==> src/rtl/seg_scan_decoder.sv <==
// Display monitor: samples a 4-digit multiplexed 7-segment bus, captures settled slots and rebuilds MM:SS digits.
// Optional SEG_SYNC_EN adds a 2-flop synchronizer on anode/seg ahead of the sample register.
module seg_scan_decoder #(
  parameter int unsigned STABLE_CYCLES  = 16,
  parameter int unsigned TIMEOUT_CYCLES = 400_000
) (
  input  logic       clk,
  input  logic       rst,
  input  logic [3:0] anode,
  input  logic [7:0] seg,
  output logic [3:0] min_tens,
  output logic [3:0] min_units,
  output logic [3:0] sec_tens,
  output logic [3:0] sec_units,
  output logic       frame_valid,
  output logic       decode_err,
  output logic       stale
);

  localparam int unsigned SAMP_W = 12;
  localparam int unsigned STAB_W = (STABLE_CYCLES > 2) ? $clog2(STABLE_CYCLES) : 1;
  localparam int unsigned TO_W   = (TIMEOUT_CYCLES > 2) ? $clog2(TIMEOUT_CYCLES) : 1;

  localparam logic [STAB_W-1:0] STAB_MAX = STAB_W'(STABLE_CYCLES - 1);
  localparam logic [STAB_W-1:0] STAB_PRE = STAB_W'(STABLE_CYCLES - 2);
  localparam logic [TO_W-1:0]   TO_MAX   = TO_W'(TIMEOUT_CYCLES - 1);
  localparam logic [TO_W-1:0]   TO_PRE   = TO_W'(TIMEOUT_CYCLES - 2);

  logic [SAMP_W-1:0] raw;
  logic [SAMP_W-1:0] samp;
  logic [SAMP_W-1:0] samp_q;
  logic [STAB_W-1:0] stab_cnt;
  logic              cap;
  logic [3:0]        cap_anode;
  logic [6:0]        cap_pat;
  logic [3:0]        seen;
  logic [TO_W-1:0]   to_cnt;

  logic              cap_c;
  logic [3:0]        dec_c;
  logic              pat_err_c;
  logic [3:0]        slot_bit_c;
  logic              one_hot_c;
  logic              hit_c;
  logic [3:0]        seen_nx_c;

  assign raw = {anode, seg};

`ifdef SEG_SYNC_EN
  logic [SAMP_W-1:0] sync1;
  logic [SAMP_W-1:0] sync2;

  always_ff @(posedge clk or posedge rst) begin
    if (rst) begin
      sync1 <= '1;
      sync2 <= '1;
      samp  <= '1;
    end else begin
      sync1 <= raw;
      sync2 <= sync1;
      samp  <= sync2;
    end
  end
`else
  always_ff @(posedge clk or posedge rst) begin
    if (rst) samp <= '1;
    else     samp <= raw;
  end
`endif

  // Stability tracking: one capture per stable window, then saturate.
  always_ff @(posedge clk or posedge rst) begin
    if (rst) begin
      samp_q   <= '1;
      stab_cnt <= '0;
    end else begin
      samp_q <= samp;
      if (samp != samp_q)          stab_cnt <= '0;
      else if (stab_cnt != STAB_MAX) stab_cnt <= stab_cnt + STAB_W'(1);
    end
  end

  assign cap_c = (samp == samp_q) && (stab_cnt == STAB_PRE);

  // Capture is registered together with the settled sample it refers to.
  always_ff @(posedge clk or posedge rst) begin
    if (rst) begin
      cap       <= 1'b0;
      cap_anode <= 4'hF;
      cap_pat   <= 7'h7F;
    end else begin
      cap       <= cap_c;
      cap_anode <= samp_q[11:8];
      cap_pat   <= samp_q[6:0];
    end
  end

  function automatic logic [3:0] decode(input logic [6:0] pat);
    logic [3:0] d;
    case (pat)
      7'h40:   d = 4'd0;
      7'h79:   d = 4'd1;
      7'h24:   d = 4'd2;
      7'h30:   d = 4'd3;
      7'h19:   d = 4'd4;
      7'h12:   d = 4'd5;
      7'h02:   d = 4'd6;
      7'h78:   d = 4'd7;
      7'h00:   d = 4'd8;
      7'h10:   d = 4'd9;
      7'h7F:   d = 4'hF;
      default: d = 4'hE;
    endcase
    return d;
  endfunction

  always_comb begin
    slot_bit_c = 4'b0000;
    case (cap_anode)
      4'b0111: slot_bit_c = 4'b1000;
      4'b1011: slot_bit_c = 4'b0100;
      4'b1101: slot_bit_c = 4'b0010;
      4'b1110: slot_bit_c = 4'b0001;
      default: slot_bit_c = 4'b0000;
    endcase
    dec_c     = decode(cap_pat);
    pat_err_c = (dec_c == 4'hE);
    one_hot_c = |slot_bit_c;
    // A blanked bus (all anodes off) is not display activity.
    hit_c     = cap && (cap_anode != 4'hF);
    seen_nx_c = seen | slot_bit_c;
  end

  always_ff @(posedge clk or posedge rst) begin
    if (rst) begin
      min_tens  <= 4'hF;
      min_units <= 4'hF;
      sec_tens  <= 4'hF;
      sec_units <= 4'hF;
    end else if (hit_c) begin
      if (slot_bit_c[3]) min_tens  <= dec_c;
      if (slot_bit_c[2]) min_units <= dec_c;
      if (slot_bit_c[1]) sec_tens  <= dec_c;
      if (slot_bit_c[0]) sec_units <= dec_c;
    end
  end

  // Frame assembly and timeout; a capture takes priority over timeout expiry.
  always_ff @(posedge clk or posedge rst) begin
    if (rst) begin
      seen        <= '0;
      to_cnt      <= '0;
      stale       <= 1'b1;
      frame_valid <= 1'b0;
      decode_err  <= 1'b0;
    end else begin
      frame_valid <= 1'b0;
      decode_err  <= 1'b0;
      if (hit_c) begin
        to_cnt <= '0;
        stale  <= 1'b0;
        if (one_hot_c) begin
          decode_err <= pat_err_c;
          if (seen_nx_c == 4'hF) begin
            seen        <= '0;
            frame_valid <= 1'b1;
          end else begin
            seen <= seen_nx_c;
          end
        end else begin
          decode_err <= 1'b1;
        end
      end else if (to_cnt == TO_PRE) begin
        to_cnt <= TO_MAX;
        stale  <= 1'b1;
        seen   <= '0;
      end else if (to_cnt != TO_MAX) begin
        to_cnt <= to_cnt + TO_W'(1);
      end
    end
  end

endmodule
==> config.mk <==
export PLATFORM = sky130hd
export DESIGN_NAME = seg_scan_decoder
export DESIGN_NICKNAME = d
export VERILOG_FILES = /design/src/rtl/seg_scan_decoder.sv
export SDC_FILE = /design/constraint.sdc
export NUM_CORES = 1
export LEC_CHECK = 0
export BUFFER_PORTS_ARGS = -buffer_cell sky130_fd_sc_hd__buf_2
export CELL_PAD_IN_SITES_DETAIL_PLACEMENT = 1
export CELL_PAD_IN_SITES_GLOBAL_PLACEMENT = 1
export CORE_ASPECT_RATIO = 0.6
export CORE_MARGIN = 2
export CORE_UTILIZATION = 50
export DETAILED_ROUTE_END_ITERATION = 10
export GPL_TIMING_DRIVEN = 0
export MAX_ROUTING_LAYER = met4
export PLACE_DENSITY = 0.91
export SLEW_MARGIN = 25
export SYNTH_ARGS = -nofsm -noshare
export SYNTH_HDL_FRONTEND = slang
export SYNTH_SLANG_ARGS = --single-unit
==> constraint.sdc <==
create_clock -name clk -period 8.6 [get_ports clk]
set_clock_uncertainty 0.2 [all_clocks]
set_input_delay 1.72 -clock clk [delete_from_list [all_inputs] [get_ports clk]]
set_output_delay 1.72 -clock clk [all_outputs]
set_load 0.02 [all_outputs]
# [After elaboration in Yosys (flattened, before gate mapping)]
# Index checks and enable logic that the tools add are counted.
[op_classes] n_eq_ne=24 n_lt_le_gt_ge=0 n_addsub=2 div=0 reduce_logical=12 mul=0 n_bitwise=1 shifts=0 muxes=18
[ops] operator="19-bit two-way mux" n=3
[ops] operator="4-bit case mux with 11 select lines" n=1
[ops] operator="7-bit == test, second input constant" n=4
[ops] operator="4-bit == test, second input constant" n=6
[ops] operator="4-bit two-way mux" n=6
[ops] operator="7-bit by 5-bit == test with 1-bit output, second input constant" n=3
[ops] operator="19-bit by 1-bit adder with 19-bit output, second input constant" n=1
[ops] operator="19-bit == test, second input constant" n=1
[ops] operator="19-bit != test, second input constant" n=1
[ops] operator="4-bit case mux with 4 select lines" n=1
[ops] operator="7-bit by 6-bit == test with 1-bit output, second input constant" n=2
[ops] operator="12-bit == test" n=1
[ops] operator="12-bit != test" n=1
[ops] operator="2-bit AND reduction" n=5
[ops] operator="4-bit != test, second input constant" n=2
[ops] operator="7-bit by 2-bit == test with 1-bit output, second input constant" n=1
[ops] operator="7-bit zero test" n=1
[ops] operator="1-bit two-way mux" n=7
[ops] operator="4-bit by 1-bit adder with 4-bit output, second input constant" n=1
[ops] operator="4-bit by 3-bit == test with 1-bit output, second input constant" n=1
[ops] operator="4-bit OR" n=1
[ops] operator="2-bit nonzero test" n=2
[ops] operator="4-bit OR reduction" n=1
[ops] operator="3-bit nonzero test" n=1
[ops] operator="other kinds (2)" n=3
[word_totals] ram_bits=0 in_bits=14 romBits=0 word_cells=72 ff_bits=82 latchBits=0 n_memories=0 out_inout_bits=19

# [Logic depth before layout (Yosys ltp)]
[logic_depth] word_depth=7 ltp_mapped=7 ltp_nobuf=6

# [Worst setup path after synthesis]
# OpenSTA, ideal clock, no wires.
[synth_path] kind="flip-flop to output port" start="register stale" end="output stale" required_time_ns=6.680 path_slack_ns=6.117 path_stages_with_launch=1 t_arrival_ns=0.563 path_cell_list="dfstp_2"
[synth_rtl] item="start: declaration" line_no="17" rtl="output logic stale"
[synth_rtl] item="start signal: assignment" line_no="153" rtl="stale <= 1'b1;"
[synth_rtl] item="start signal: assignment" line_no="161" rtl="stale <= 1'b0;"
[synth_rtl] item="start signal: assignment" line_no="175" rtl="stale <= 1'b1;"
# No word-level cell between the ends.

# [Worst setup path after layout]
[layout_path] start="register sec_units[3]" end="output sec_units[3]"
[layout_rtl] item="start: declaration" line_no="14" rtl="output logic [3:0] sec_units,"
[layout_rtl] item="start signal: assignment" line_no="139" rtl="sec_units <= 4'hF;"
[layout_rtl] item="start signal: assignment" line_no="144" rtl="if (slot_bit_c[0]) sec_units <= dec_c;"
# No word-level cell between the ends.

==> metrics.md <==
| Metric | Value |
|---|---|
| Leading area contributor after synthesis | dfstp_2 |
| Chip width | 112 um |
| Delay-heaviest family, CP | flip-flops |
| Clock Tree Buf Depth | 2 |
| Peak supply drop | 157 uV |
| Pwr dens | 203 nW/um2 |
| GPL Wtd Cong | 0.835 |
| CP required | 6.68 ns |
| Fin. Hold Viols | 0 |
| Top_reg_cell synth | dfstp_2 |
| Place WS | 5.99 ns |
| Compound-cell area share of the yosys netlist | 8.31% |
| Fmax | 0.337 GHz |
| Mapped Cells | 307 |
| Comb power frac | 3.5% |
| Synth Area in Simple Gates | 19.8% |
| Number of flops mapped to enable cells by yosys | 0 |
| Leading post-synthesis cells by cell area | dfstp_2 (39%), dfrtp_1 (21%), nor2_1 (5.1%) |
| WHS | 0.169 ns |
| Layout cell share with drive strength beyond 1 | 32.9% |
| TritonCTS clock tree | done |
| CP bufs+invs | 1 |
| Status | finished, final reports clean |
| Post-Synth Adder-Cell Area | 1.43% |
| TritonCTS Buffers | 9 |
| Post-CTS Setup Inserts | 0 |
| Synthesized net count | 325 |
| Multiplexer area fraction after synthesis | 1.29% |
| Ys async rst share | 100% |
| Reg power frac | 49.1% |
| CTS clk-pin slew, worst paths | 0.06 ns |
| # IOs | 33 |
| Max capacitance violation total | 0 |
| Overflow after GRT | 0 |
| Most frequent cells in the layout | dfstp_2 (52), nor2_1 (47), buf_2 (33) |
| Resized cells post-CTS | 0 |
| Slew at the pin closest to its max-slew limit | 0.844 ns |
| CTS Root Buffer Type | clkbuf_16 |
| DRT antenna net count | 0 |
| Crit. End Element | output pin |
| Number of port buffers | 32 |
| GRT met3 Usage | 5.59% |
| Synth Cell Area | 3490 um2 |
| Final Util | 61.2% |
| # H-tree levels | 3 |
| Gr busiest metal | met2 |
| Antenna cells | 0 |
| LEAKAGE | 1.80 nW |
| Sw Pwr | 191 uW |
| Mean area per synthesized cell | 11.4 um2 |
| Total die area | 7690 um2 |
| Largest net degree at the start of global routing | 51 |
| Critical path arrival | 1.05 ns |
| Net switching fraction of the power | 22.9% |
| Post-Synth XOR/XNOR Area | 7.02% |
| Seq/Total Area, Yosys | 60.6% |
| Initial antenna violation count | 0 |
| RSZ-0062 raised after global routing | false |
| Final Net Count | 369 |
| Skew-Pair Late Insertion Delay | 0.34 ns |
| Chip height | 68.7 um |
| Crit-path cells | buf_2 |
| Rel. slew slack | 43.3% |
| Area grow syn2layout | 17.4% |
| Avg WL per Cell | 17.8 um |
| Total GRT Usage | 23.9% |
| Initial Util | 52.1% |
| Slowest CP cell | dfstp_2 |
| Post-DP HPWL | 5.30 mm |
| Vias in the first global route | 2683 |
| Clock power frac | 47.5% |
| Clock net sink count | 82 |
| Initial DRT Pass Iterations | 4 |
| Initial DRC count | 150 |
| Commonest non-fill, non-tap cell in the layout | dfstp_2 |
| Post-synth top area share | 39.1% |
| # setup viols final | 0 |
| Core Region | 6710 um2 |
| Met2 GRT Util | 39.8% |
| Number of library cell types mapped by synthesis | 44 |
| CP Launch Type | flip-flop |
| Total Wirelength | 7.87 mm |
| Setup Crit Path Kind | flip-flop to output pin |
| Met1 Usage GRT | 29.8% |
| Synth Warn # | 0 |
| Min Tclk post-route | 2.97 ns |
| First-pass GRT wire length | 13.6 mm |
| Final Power | 834 uW |
| CP Max Fanout | 2 |
| Worst min path class | flip-flop to flip-flop |
| CTS Hold Buffers Added | 0 |
| Via Count | 2493 |
| Setup TNS | 0 ns |
| Row count | 23 |
| Flops & latches, synth | 82 |
| Avg Vias per Cell | 5.63 |
| Worst path max stage delay | 0.55 ns |
| Cell internal pwr | 643 uW |
| DRC | 0 |
| Final worst slack | 5.63 ns |
| Main combinational cell family by area after synthesis | simple AND/OR/NAND/NOR gates |
| Final period util | 34.5% |
| Max Slew Vio Count | 0 |
-- logic make-up after synthesis --
family          count (synthesis)
flops                          82
compound gates                 48
fa+ha+maj                       4
buf+inv                        14
xor+xnor                       28
simple gates                  127
mux                             4
-- cells in the mapped netlist (2+ instances only) --
cell       n
dfstp_2   52
nor2_1    47
dfrtp_1   30
a21oi_1   27
xor2_1    16
nand2_1   13
nand3_1   12
xnor2_1   12
nor3_1     9
inv_1      7
nor4_1     7
and3_1     6
clkbuf_1   6
nand4_1    6
a211oi_1   5
ha_1       4
mux2_2     4
o21ai_0    4
a31oi_1    3
and2_1     3
and3b_1    3
nand2b_1   3
a21boi_0   2
a21o_1     2
and4b_1    2
nand4b_1   2
nor2b_1    2
nor3b_2    2
-- final timing paths --
check                                   from            to  slack (ns)  cells after the start
worst max-delay path            sec_units[3]  sec_units[3]        5.63                      1
worst min-delay path                 samp[7]     samp_q[7]        0.17                      0
worst max register to register  cap_anode[1]  min_units[2]        6.20                      4
worst min register to register       samp[7]     samp_q[7]        0.17                      0
max in group asynchronous                rst  sec_units[3]        6.38                      3
min in group asynchronous                rst   stab_cnt[0]        1.18                      2
-- power groups by stage --
| stage | logic (mW) | registers (mW) | clock network, mW |
|---|---|---|---|
| floorplan | 0.0186 | 0.413 | 0 |
| global placement | 0.0253 | 0.415 | 0 |
| detailed placement | 0.0286 | 0.415 | 0 |
| CTS | 0.0296 | 0.409 | 0.404 |
| global route | 0.0332 | 0.411 | 0.418 |
| finish | 0.0290 | 0.409 | 0.396 |
-- flip-flops by register name, summed over array words and instances (netlist names) --
register,cells
sec_tens,4
sec_units,4
samp,12
to_cnt,19
stab_cnt,4
samp_q,12
cap_anode,4
decode_err,1
frame_valid,1
min_units,4
min_tens,4
cap,1
stale,1
seen,4
cap_pat,7
-- worst register-to-register path, cell delays in order (launching register included) --
cell,delay [ns]
dfstp_2,0.52
clkbuf_1,0.33
nand2_1,0.20
nor4_2,0.66
mux2_2,0.42
-- per-layer routing --
layer / wire length (um) / up-vias
met2: 3810 / 54
met3: 284 / 11
met1: 3670 / 1268
met5: 0 / -
met4: 107 / 0
li1: - / 1160
-- stage by stage --
stage / instances / area, um2
2_1_floorplan: 307 / 3490
5_1_grt: 443 / 4100
3_5_place_dp: 427 / 3790
4_1_cts: 443 / 4100
3_3_place_gp: 426 / 3760
6_report: 443 / 4100
-- final cells by class --
type                            count  area (um2)
Clock buffer                        9         225
Timing Repair Buffer               33         188
Multi-Input combinational cell    211        1320
Inverter                            7        28.8
Clock inverter                      7        85.1
Buffer                              7        27.5
Sequential cell                    82        2120
Fill cell                         733        2600
Tap cell                           87         109
Note: power is estimated with default switching activity, not from simulation.
